===== src/rtl/trap_pkg.sv =====
// rtl/trap_pkg.sv - shared trap state encoding and default animation constants
package trap_pkg;

  typedef logic [1:0] trap_state_t;

  localparam trap_state_t TRAP_ARMED   = 2'd0;
  localparam trap_state_t TRAP_OPENING = 2'd1;
  localparam trap_state_t TRAP_OPENED  = 2'd2;
  localparam trap_state_t TRAP_CLOSING = 2'd3;

  localparam int DEF_FRAME_W    = 7;
  localparam int DEF_LAST_FRAME = 6;

endpackage


===== src/rtl/trap_channel.sv =====
// rtl/trap_channel.sv - one trap FSM with frame counter (hold counter when TRAP_AUTOCLOSE_EN)
module trap_channel
  import trap_pkg::*;
#(
  parameter int FRAME_W    = DEF_FRAME_W,
  parameter int LAST_FRAME = DEF_LAST_FRAME,
  parameter int HOLD_TICKS = 8
) (
  input  logic               clk,
  input  logic               reset,
  input  logic               trigger,
  input  logic               tick,
  input  logic               death,
  input  logic               enable,
  output logic               opening,
  output logic               opened,
  output logic [FRAME_W-1:0] frame
);

  localparam logic [FRAME_W-1:0] LAST_F = FRAME_W'(LAST_FRAME);

  trap_state_t        state_q, state_d;
  logic [FRAME_W-1:0] frame_q, frame_d;

`ifdef TRAP_AUTOCLOSE_EN
  localparam int HOLD_W = $clog2(HOLD_TICKS + 1);
  localparam logic [HOLD_W-1:0] HOLD_F = HOLD_W'(HOLD_TICKS);
  logic [HOLD_W-1:0] hold_q, hold_d;

  always_ff @(posedge clk or posedge reset) begin
    if (reset) hold_q <= '0;
    else       hold_q <= hold_d;
  end
`endif

  always_ff @(posedge clk or posedge reset) begin
    if (reset) begin
      state_q <= TRAP_ARMED;
      frame_q <= '0;
    end else begin
      state_q <= state_d;
      frame_q <= frame_d;
    end
  end

  // death outranks the enable freeze, which outranks normal sequencing
  always_comb begin
    state_d = state_q;
    frame_d = frame_q;
`ifdef TRAP_AUTOCLOSE_EN
    hold_d  = hold_q;
`endif
    if (death) begin
      state_d = TRAP_ARMED;
      frame_d = '0;
`ifdef TRAP_AUTOCLOSE_EN
      hold_d  = '0;
`endif
    end else if (enable) begin
      case (state_q)
        TRAP_ARMED: begin
          if (trigger) begin
            state_d = TRAP_OPENING;
            frame_d = '0;
          end
        end
        TRAP_OPENING: begin
          if (tick) begin
            frame_d = frame_q + 1'b1;
            if (frame_q + 1'b1 == LAST_F) state_d = TRAP_OPENED;
          end
        end
`ifdef TRAP_AUTOCLOSE_EN
        TRAP_OPENED: begin
          if (tick) begin
            if (hold_q + 1'b1 == HOLD_F) begin
              state_d = TRAP_CLOSING;
              hold_d  = '0;
            end else begin
              hold_d  = hold_q + 1'b1;
            end
          end
        end
        TRAP_CLOSING: begin
          if (tick) begin
            frame_d = frame_q - 1'b1;
            if (frame_q == FRAME_W'(1)) state_d = TRAP_ARMED;
          end
        end
`else
        TRAP_OPENED: state_d = TRAP_OPENED;
        default:     state_d = TRAP_ARMED;
`endif
      endcase
    end
  end

  always_comb begin
    opening = (state_q == TRAP_OPENING) || (state_q == TRAP_CLOSING);
    opened  = (state_q == TRAP_OPENED);
    frame   = frame_q;
  end

endmodule


===== src/rtl/trap_anim_scheduler.sv =====
// rtl/trap_anim_scheduler.sv - trap trigger/animation scheduler; optional TRAP_AUTOCLOSE_EN closes traps after a hold
module trap_anim_scheduler
  import trap_pkg::*;
#(
  parameter int                    N_TRAPS    = 3,
  parameter int                    TICK_DIV   = 50000,
  parameter int                    LAST_FRAME = DEF_LAST_FRAME,
  parameter int                    FRAME_W    = DEF_FRAME_W,
  parameter logic [10*N_TRAPS-1:0] TRIG_X     = {10'd480, 10'd360, 10'd200},
  parameter int                    HOLD_TICKS = 8
) (
  input  logic                       clk,
  input  logic                       reset,
  input  logic [9:0]                 x_pos,
  input  logic                       death,
  input  logic                       enable,
  output logic [N_TRAPS-1:0]         trap_opening,
  output logic [N_TRAPS-1:0]         trap_opened,
  output logic [N_TRAPS*FRAME_W-1:0] frame_num,
  output logic                       any_animating
);

  localparam int CNT_W = (TICK_DIV > 1) ? $clog2(TICK_DIV) : 1;
  localparam logic [CNT_W-1:0] CNT_MAX = CNT_W'(TICK_DIV - 1);

  logic [CNT_W-1:0]   tick_cnt;
  logic               tick;
  logic [N_TRAPS-1:0] trigger;

  assign tick = enable && (tick_cnt == CNT_MAX);

  // death deliberately leaves the divider running so frame pacing stays global
  always_ff @(posedge clk or posedge reset) begin
    if (reset)       tick_cnt <= '0;
    else if (enable) tick_cnt <= tick ? '0 : tick_cnt + 1'b1;
  end

  for (genvar i = 0; i < N_TRAPS; i++) begin : g_trap
    assign trigger[i] = x_pos > TRIG_X[10*i +: 10];

    trap_channel #(
      .FRAME_W   (FRAME_W),
      .LAST_FRAME(LAST_FRAME),
      .HOLD_TICKS(HOLD_TICKS)
    ) u_channel (
      .clk    (clk),
      .reset  (reset),
      .trigger(trigger[i]),
      .tick   (tick),
      .death  (death),
      .enable (enable),
      .opening(trap_opening[i]),
      .opened (trap_opened[i]),
      .frame  (frame_num[FRAME_W*i +: FRAME_W])
    );
  end

  assign any_animating = |trap_opening;

endmodule


===== config.mk =====
export PLATFORM = sky130hd
export DESIGN_NAME = trap_anim_scheduler
export DESIGN_NICKNAME = d
export VERILOG_FILES = /design/src/rtl/trap_pkg.sv /design/src/rtl/trap_channel.sv /design/src/rtl/trap_anim_scheduler.sv
export SDC_FILE = /design/constraint.sdc
export NUM_CORES = 1
export LEC_CHECK = 0
export CORE_AREA = 2 2 89 91
export DETAILED_ROUTE_END_ITERATION = 6
export DIE_AREA = 0 0 91 93
export SLEW_MARGIN = 10
export SYNTH_ARGS = -nofsm -noshare
export SYNTH_HDL_FRONTEND = slang
export SYNTH_SLANG_ARGS = --single-unit

===== constraint.sdc =====
create_clock -name clk -period 2.7 [get_ports clk]
set_input_delay 0.27 -clock clk [delete_from_list [all_inputs] [get_ports clk]]
set_output_delay 0.27 -clock clk [all_outputs]
set_load 0.02 [all_outputs]

==> metrics.md, run 1 <==
| Metric | Value |
|---|---|
| Clock power frac | `23.6%` |
| Max Clock Skew | `0.00843 ns` |
| TNS Setup | `0 ns` |
| Worst Setup Start Kind | `flip-flop` |
| Iteration-0 DRC Markers | `94` |
| Share of layout cells above drive strength 1 | `8.36%` |
| Via density per instance | `5.41` |
| H-tree depth | `2` |
| Main flop type after synthesis | `dfrtp_1` |
| Worst setup margin | `0.414 ns` |
| Hold buffers post-CTS | `0` |
| Post-CTS setup buffers | `0` |
| DIE WIDTH | `91 um` |
| Flop-to-flop setup slack | `0.50 ns` |
| Clk slew on worst S/H paths | `0.09 ns` |
| Met1 Use GR | `22.9%` |
| Gr busiest metal | `met2` |
| Post-DP HPWL | `5.23 mm` |
| Critical Path AT | `2.02 ns` |
| Sw power | `714 uW` |
| Core ar. | `7530 um2` |
| Area growth syn-to-layout | `21.4%` |
| Placement row count | `32` |
| Static Leak | `1.46 nW` |
| Number of endpoints failing setup at the final stage | `0` |
| R2R Path End | `g_trap[0].u_channel.state_q[1]` |
| Hold Crit Class | `input port to asynchronous set/reset pin` |
| Die area | `8460 um2` |
| Post-cts sizing count | `0` |
| Avg Inst Size Synth | `9.04 um2` |
| Pwr Density | `554 nW/um2` |
| Slew HR | `37.2%` |
| DRT Wirelength | `6.93 mm` |
| # fillers | `772` |
| Worst vdd ir | `223 uV` |
| Required time of the critical path | `2.43 ns` |
| Num ports | `42` |
| Period utilisation layout | `84.7%` |
| Initial DRT Pass Iterations | `4` |
| Clock buffer count from CTS | `5` |
| CTS tree | `built` |
| Pre-CTS WS | `0.314 ns` |
| Pint | `1.27 mW` |
| # clock sinks | `43` |
| Global-route wire length before repair | `11.8 mm` |
| Outcome | `finished clean` |
| Logic pwr share | `34.7%` |
| Post-Layout Cell Count | `473` |
| Ys async rst share | `100%` |
| Post-synth top area share | `36.5%` |
| Initial Util | `39.2%` |
| Fmax | `437 MHz` |
| Initial antenna violation count | `0` |
| Seq/Total Area, Yosys | `36.5%` |
| Post-Syn Instances | `326` |
| RR Startpoint | `g_trap[0].u_channel.frame[0]` |
| Switching part of the total | `36.0%` |
| Syn. warnings | `0` |
| CTS max path bufs | `2` |
| Min Tclk post-route | `2.29 ns` |
| Die H | `93 um` |
| GRT Overall Usage | `16.9%` |
| Clk Latency, worst-skew pair | `0.30 ns` |
| Grt ovf | `0` |
| Maximum number of pins on one net before global-route repair | `27` |
| Synth unique cells | `55` |
| Reg2reg path depth | `6` |
| Setup Crit Path Kind | `flip-flop to output port` |
| Global-route met3 utilization | `3.22%` |
| RSZ-0062 raised after global routing | `no` |
| ANT nets after route | `0` |
| Ant diodes | `0` |
| WHS | `0.366 ns` |
| Nets | `403` |
| Fin. Hold Viols | `0` |
| Max Cap Viol | `0` |
| M2 GR Usage | `28.2%` |
| # DRC | `0` |
| Synthesized netlist net count | `359` |
| Inst Count DP | `465` |
| Yosys top cell by area | `dfrtp_1` |
| Crit end category | `output port` |
| Tightest Pin Transition | `0.935 ns` |
| Flop pwr share | `41.7%` |
| GPL Wtd Cong | `0.870` |
| WL/cell | `14.6 um` |
| Crit path max fanout | `6` |
| Vias | `2560` |
| Largest cells by area after synthesis | `dfrtp_1 (37%), ha_1 (8.1%), nand2_1 (3.7%)` |
| FF+latch count, synth | `43` |
| Root Buffer | `clkbuf_8` |
| Mapped cell area | `2950 um2` |
| I/O Buffers | `41` |
| Vias in the first global route | `2427` |
| EDFF count, synth | `0` |
| Core Util, Final | `47.5%` |
| Max-slew violations | `0` |
[Yosys cell counts, types with 2 or more instances]
| cell | n |
|---|---|
| and3b_1 | 2 |
| mux2i_1 | 4 |
| and3_1 | 5 |
| or3_1 | 10 |
| ha_1 | 19 |
| mux2_2 | 2 |
| o311a_1 | 2 |
| o31a_1 | 3 |
| xor2_1 | 8 |
| nand4_1 | 10 |
| dfrtp_1 | 43 |
| inv_1 | 21 |
| o21ai_1 | 2 |
| nor2b_1 | 6 |
| and4_1 | 2 |
| o221ai_1 | 2 |
| nand2b_1 | 10 |
| nand3b_1 | 2 |
| o21a_1 | 5 |
| clkbuf_1 | 5 |
| nor3_1 | 7 |
| a21boi_0 | 2 |
| a21oi_1 | 13 |
| and4bb_2 | 2 |
| xnor2_1 | 6 |
| o41ai_1 | 3 |
| buf_4 | 6 |
| a31oi_1 | 6 |
| o22a_1 | 3 |
| o21ai_0 | 15 |
| nand2_1 | 29 |
| o211ai_1 | 6 |
| o2bb2ai_1 | 2 |
| o31ai_1 | 6 |
| or2_2 | 5 |
| nand3_1 | 12 |
| nor4b_1 | 2 |
| nor2_1 | 19 |
| or4_1 | 3 |
[state kept, by name, summed over array words and instances, names as in the netlist]
| signal | flops |
|---|---|
| g_trap.u_channel.frame | 21 |
| tick_cnt | 16 |
| g_trap.u_channel.state_q | 6 |
[stage by stage]
step,instance area [um2],power (mW)
global placement,3470,1.52
CTS,3570,2.01
floorplan,2950,1.31
global route,3580,2.12
detailed placement,3470,1.53
finish,3580,1.98
[cells in the final DEF, fill, tap and decap left out, types with 6 or more instances in the layout]
| cell type | count |
|---|---|
| xnor2_1 | 6 |
| o31ai_1 | 6 |
| a21oi_1 | 13 |
| ha_1 | 18 |
| nor3_1 | 7 |
| clkdlybuf4s50_1 | 40 |
| dfrtp_1 | 43 |
| o211ai_1 | 6 |
| o21ai_0 | 15 |
| nand3_1 | 12 |
| buf_4 | 9 |
| nand2_1 | 29 |
| nand2b_1 | 10 |
| or3_1 | 10 |
| xor2_1 | 8 |
| inv_1 | 20 |
| nor2b_1 | 6 |
| clkbuf_8 | 7 |
| nor2_1 | 19 |
| nand4_1 | 10 |
| a31oi_1 | 6 |
[worst max-delay path: stages, from the launching register on]
cell and delay [ns]:
dfrtp_1 0.44, inv_1 0.09, ha_1 0.26, or2_2 0.36, or3_1 0.36, dlymetal6s2s_1 0.22
[power by group through the flow]
stage	clock network, mW	registers, mW	logic [mW]
floorplan	0	0.817	0.497
global placement	0	0.836	0.687
detailed placement	0	0.840	0.694
CTS	0.481	0.829	0.698
global route	0.502	0.842	0.773
finish	0.468	0.827	0.688
[area by class of cell]
class | count | area, um2 | area share (%)
Multi-Input combinational cell | 249 | 1720 | 47.9
Sequential cell | 43 | 1080 | 30.1
Timing Repair Buffer | 50 | 480 | 13.4
Tap cell | 102 | 128 | 3.57
Clock buffer | 8 | 100 | 2.80
Inverter | 21 | 78.8 | 2.20
[per-layer routing]
metal	vias to the layer above	share of wire (%)	wire [um]
li1	1278	-	-
met1	1225	48	3330
met2	50	48	3310
met3	7	3.1	215
met4	0	1.0	70
met5	-	0	0
[kinds of logic (layout without fill, tap and decap cells)]
kind of cell    after synthesis  in the layout  synth area share [%]
compound gates               79             79                  18.6
mux                           6              6                  2.12
flops                        43             43                  36.5
simple gates                131            131                  25.1
fa+ha+maj                    19             19                  8.06
buf+inv                      34             79                  5.39
xor+xnor                     14             14                  4.16
[how the worst max path moves through the flow]
| stage | cells after the start | from | slack [ns] | to |
|---|---|---|---|---|
| 2_1_floorplan | 6 | g_trap[0].u_channel.frame[0] | 0.67 | g_trap[0].u_channel.state_q[0] |
| 3_3_place_gp | 6 | enable | 0.36 | g_trap[2].u_channel.frame[6] |
| 3_5_place_dp | 6 | enable | 0.31 | g_trap[2].u_channel.frame[6] |
| 4_1_cts | 5 | g_trap[2].u_channel.state_q[1] | 0.06 | any_animating |
| 5_1_grt | 5 | g_trap[1].u_channel.state_q[1] | 0.31 | any_animating |
| 6_report | 5 | g_trap[1].u_channel.state_q[1] | 0.41 | any_animating |
No activity file was read; power rests on OpenSTA's default activity.
==> run 2, diff against run 1 <==
==> constraint.sdc (replaced) <==
create_clock -name clk -period 2.4 [get_ports clk]
set_input_delay 0.24 -clock clk [delete_from_list [all_inputs] [get_ports clk]]
set_output_delay 0.24 -clock clk [all_outputs]
set_load 0.02 [all_outputs]
==> run 2 against run 1 <==
Effect of this change:
- count of clock-buffer cells in the layout unchanged
- utilization up 0.61 points
- global-route usage up 0.14 points
- critical path type unchanged
- largest cell class unchanged
- largest power group unchanged
- highest routed layer unchanged
==> metrics.md, run 2 (synthesized netlist as in run 1, its figures left out) <==
| Metric | Value |
|---|---|
| Initial DRT Pass Iterations | `4` |
| Area growth syn-to-layout | `23.0%` |
| Die H | `93 um` |
| Vias in the first global route | `2502` |
| Nets | `410` |
| Fin. Hold Viols | `0` |
| Max reg flops | `21` |
| CTS max path bufs | `2` |
| Static Leak | `1.49 nW` |
| Most frequent cells in the layout | `dfrtp_1 (43), clkdlybuf4s50_1 (40), nand2_1 (29), inv_1 (20)` |
| Ant diodes | `0` |
| CTS tree | `built` |
| Multi-input gate area | `1710 um2` |
| Maximum number of pins on one net before global-route repair | `44` |
| Max Cap Viol | `0` |
| Grt ovf | `0` |
| Crit path max fanout | `5` |
| Min Tclk post-route | `2.32 ns` |
| RSZ-0062 raised after global routing | `no` |
| Die area | `8460 um2` |
| Num ports | `42` |
| Outcome | `finished clean` |
| Fmax | `430 MHz` |
| Post-DP HPWL | `5.15 mm` |
| Clk slew on worst S/H paths | `0.09 ns` |
| # fillers | `737` |
| ANT nets after route | `0` |
| Iteration-0 DRC Markers | `87` |
| Tightest Pin Transition | `0.565 ns` |
| Hold buffers post-CTS | `0` |
| Post-CTS setup buffers | `0` |
| # DRC | `0` |
| GRT Overall Usage | `17.1%` |
| DIE WIDTH | `91 um` |
| Most common cell after layout, fill and taps aside | `dfrtp_1` |
| H-tree depth | `2` |
| Total area of sequential cells | `1080 um2` |
| Initial antenna violation count | `0` |
| Placement row count | `32` |
| Root Buffer | `clkbuf_8` |
| Number of endpoints failing setup at the final stage | `0` |
| Core ar. | `7530 um2` |
| Critical Path AT | `2.08 ns` |
| WL/cell | `14.2 um` |
| GPL Wtd Cong | `0.842` |
| Max-slew violations | `0` |
| Max Clock Skew | `0.00595 ns` |
| Worst Setup Start Kind | `flip-flop` |
| Core Util, Final | `48.2%` |
| Share of layout cells above drive strength 1 | `9.79%` |
| Worst vdd ir | `280 uV` |
| TNS Setup | `0 ns` |
| DRT Wirelength | `6.82 mm` |
| Pwr Density | `620 nW/um2` |
| # clock sinks | `43` |
| Period utilisation layout | `96.8%` |
| Via density per instance | `5.35` |
| Crit end category | `output port` |
| Clock buffer count from CTS | `5` |
| Vias | `2569` |
| Setup Crit Path Kind | `flip-flop to output port` |
| Global-route wire length before repair | `11.7 mm` |
| I/O Buffers | `41` |
| Clk Latency, worst-skew pair | `0.30 ns` |
| Required time of the critical path | `2.16 ns` |
| Initial Util | `39.2%` |
| Slew HR | `62.3%` |
| Hold Crit Class | `input port to asynchronous set/reset pin` |
[run 2: final cells by class]
cell class / instances / area share [%]
multi-input combinational: 249 / 47.3
sequential: 43 / 29.7
timing repair buffer: 57 / 14.6
tap: 102 / 3.52
clock buffer: 8 / 2.76
inverter: 21 / 2.17
[run 2: per-stage QoR]
step	hold slack, ns	std cells	setup slack, ns	total power [mW]	instance area, um2
3_3_place_gp	0.504	472	0.144	1.76	3530
4_1_cts	0.411	480	0.0686	2.28	3620
2_1_floorplan	0.435	326	0.374	1.48	2950
3_5_place_dp	0.496	472	0.124	1.76	3530
5_1_grt	0.468	480	0.00623	2.42	3620
6_report	0.382	480	0.0756	2.25	3620
[run 2: where the power goes]
part	internal [mW]	switching, mW	total (mW)	leakage, nW
logic	0.373	0.428	0.801	0.857
clock network	0.263	0.254	0.518	0.0515
registers	0.813	0.116	0.929	0.580
[run 2: critical path: stages, from the launching register on]
cell	delay, ns
dfrtp_1	0.43
inv_1	0.10
ha_1	0.23
or2_2	0.32
or3_1	0.38
dlygate4sd2_1	0.33
[run 2: what timing repair did]
item / in CTS / in global routing
gates resized for setup: 1 / 0
endpoints found under the setup margin: 1 / 0
endpoints found under the hold margin: 0 / 0
[run 2: routing by layer]
| layer | wire (um) | GRT usage [%] |
|---|---|---|
| met1 | 3220 | 22.4 |
| met5 | 0 | 0 |
| met3 | 183 | 2.74 |
| met2 | 3290 | 29.1 |
| met4 | 114 | 5.05 |
[run 2: path summary, 6_finish.rpt]
check	slack (ns)	end	cells past startpoint	startpoint
min in group clk	0.50	tick_cnt[7]	1	tick_cnt[7]
max	0.08	any_animating	5	g_trap[0].u_channel.state_q[1]
max reg2reg	0.27	g_trap[2].u_channel.frame[6]	6	tick_cnt[1]
min reg2reg	0.50	tick_cnt[7]	1	tick_cnt[7]
max in group asynchronous	1.63	tick_cnt[13]	3	reset
min	0.38	g_trap[1].u_channel.frame[0]	3	reset
==> run 3, diff against run 2 <==
--- a/config.mk
+++ b/config.mk
@@ -5,9 +5,10 @@
 export SDC_FILE = /design/constraint.sdc
 export NUM_CORES = 1
 export LEC_CHECK = 0
-export CORE_AREA = 2 2 89 91
+export CORE_AREA = 2 2 88 90
 export DETAILED_ROUTE_END_ITERATION = 6
-export DIE_AREA = 0 0 91 93
+export DIE_AREA = 0 0 90 92
+export SKIP_LAST_GASP = 1
 export SLEW_MARGIN = 10
 export SYNTH_ARGS = -nofsm -noshare
 export SYNTH_HDL_FRONTEND = slang
==> constraint.sdc (replaced) <==
create_clock -name clk -period 2.9 [get_ports clk]
set_input_delay 0.29 -clock clk [delete_from_list [all_inputs] [get_ports clk]]
set_output_delay 0.29 -clock clk [all_outputs]
set_load 0.02 [all_outputs]
==> run 3 against run 2 <==
Effect of this change:
- clock skew about the same
- sequential share of layout area up 0.52 points
- routed wire length rose by 2.4%
- non-clock buffer count is 9 lower
- largest cell class unchanged
- total power decreased by 18%
- via count down 0.78%
- largest power group unchanged
- first-iteration DRC count is 20% higher
- clock power decreased by 16%
- die area down 2.2%
- highest routed layer unchanged
- sequential power decreased by 17%
- combinational power shrank 21%
- count of clock-buffer cells in the layout shrank 1
==> metrics.md, run 3 (synthesized netlist as in run 1, its figures left out) <==
| Metric | Value |
|---|---|
| Post-CTS setup buffers | `0` |
| Worst Setup Start Kind | `flip-flop` |
| Grt ovf | `0` |
| WL/cell | `14.8 um` |
| Die area | `8280 um2` |
| Slew HR | `44.8%` |
| H-tree depth | `2` |
| Via density per instance | `5.41` |
| Initial antenna violation count | `0` |
| Max-slew violations | `0` |
| Period utilisation layout | `92.4%` |
| Total area of sequential cells | `1080 um2` |
| DIE WIDTH | `90 um` |
| Clock buffer count from CTS | `5` |
| TNS Setup | `0 ns` |
| Pwr Density | `516 nW/um2` |
| RSZ-0062 raised after global routing | `no` |
| Placement row count | `32` |
| Iteration-0 DRC Markers | `104` |
| Clk slew on worst S/H paths | `0.09 ns` |
| Core ar. | `7450 um2` |
| Vias | `2549` |
| Min Tclk post-route | `2.68 ns` |
| Most common cell after layout, fill and taps aside | `dfrtp_1` |
| Global-route wire length before repair | `11.4 mm` |
| Root Buffer | `clkbuf_8` |
| Num ports | `42` |
| Design area | `3560 um2` |
| Ant diodes | `0` |
| Fin. Hold Viols | `0` |
| Crit path max fanout | `9` |
| Critical Path AT | `2.39 ns` |
| Post-DP HPWL | `5.23 mm` |
| Initial DRT Pass Iterations | `4` |
| Tightest Pin Transition | `0.816 ns` |
| GPL Wtd Cong | `0.818` |
| I/O Buffers | `41` |
| Crit end category | `output port` |
| Vias in the first global route | `2393` |
| Total power | `1.84 mW` |
| Post-cts sizing count | `0` |
| Nets | `401` |
| Static Leak | `1.44 nW` |
| # fillers | `745` |
| Area growth syn-to-layout | `20.8%` |
| Fmax | `373 MHz` |
| Hold Crit Class | `input port to asynchronous set/reset pin` |
| Number of endpoints failing setup at the final stage | `0` |
| Most frequent cells in the layout | `dfrtp_1 (43), clkdlybuf4s50_1 (41), nand2_1 (29), inv_1 (20)` |
| Wl on met1 | `3.18 mm` |
| Share of layout cells above drive strength 1 | `7.86%` |
| Required time of the critical path | `2.61 ns` |
| CTS tree | `built` |
| DRT Wirelength | `6.98 mm` |
| Setup Crit Path Kind | `flip-flop to output port` |
| Die H | `92 um` |
| Core Util, Final | `47.8%` |
| Max Clock Skew | `0.00565 ns` |
| # DRC | `0` |
| Max reg flops | `21` |
| GRT Overall Usage | `16.9%` |
| WL met2 | `3.50 mm` |
| DR WL met3 | `235 um` |
| Max layer used | `met4` |
| Maximum number of pins on one net before global-route repair | `19` |
| Initial Util | `39.6%` |
| # clock sinks | `43` |
| Outcome | `finished clean` |
| Hold buffers post-CTS | `0` |
| Clk Latency, worst-skew pair | `0.30 ns` |
| Post-DP Area | `3460 um2` |
| CTS max path bufs | `2` |
| Worst vdd ir | `158 uV` |
| Multi-input gate area | `1710 um2` |
| Max Cap Viol | `0` |
| ANT nets after route | `0` |
run 3: changes by cell type in the layout (fill, tap and decap cells not counted):
cell and change:
clkbuf_1 -1, clkinvlp_4 +1, dlygate4sd2_1 -1, buf_4 -9, clkdlybuf4s50_1 +1
run 3: path summary, 6_finish.rpt:
path                                                 from  depth (start not counted)                             end  slack (ns)
setup reg to reg                              tick_cnt[0]                          6    g_trap[2].u_channel.frame[6]        0.62
hold / removal                                      reset                          2                    tick_cnt[13]        0.29
hold reg to reg                               tick_cnt[7]                          1                     tick_cnt[7]        0.51
setup / recovery           g_trap[2].u_channel.state_q[1]                          5                   any_animating        0.22
min in group clk                              tick_cnt[7]                          1                     tick_cnt[7]        0.51
max in group asynchronous                           reset                          3  g_trap[0].u_channel.state_q[1]        2.03
run 3: metrics by stage:
step | std cells | worst slack [ns] | hold slack (ns)
6_report | 471 | 0.221 | 0.294
5_1_grt | 471 | 0.0968 | 0.338
4_1_cts | 471 | 0.185 | 0.305
3_5_place_dp | 463 | 0.476 | 0.499
3_3_place_gp | 463 | 0.530 | 0.504
2_1_floorplan | 326 | 0.874 | 0.455
run 3: worst max-delay path, cell delays in order (launching register included):
cell and delay (ns):
dfrtp_1 0.41, inv_1 0.13, ha_1 0.32, or2_2 0.37, or3_1 0.32, clkdlybuf4s50_1 0.54
run 3: layout make-up:
class | instances | area share [%]
Tap cell | 102 | 3.58
Clock inverter | 1 | 0.211
Multi-Input combinational cell | 249 | 48.1
Inverter | 21 | 2.21
Timing Repair Buffer | 48 | 13.0
Sequential cell | 43 | 30.2
Clock buffer | 7 | 2.70
run 3: report_power, final:
| part | internal (mW) | leakage [nW] | switching, mW |
|---|---|---|---|
| Combinational | 0.290 | 0.812 | 0.342 |
| Sequential | 0.673 | 0.580 | 0.0993 |
| Clock | 0.217 | 0.0505 | 0.216 |
| Total | 1.18 | 1.44 | 0.657 |
run 3: layer usage:
layer,vias up,GRT usage (%)
met5,-,0
met1,1216,21.4
met2,60,29.4
met4,0,4.62
met3,5,3.45
li1,1268,-
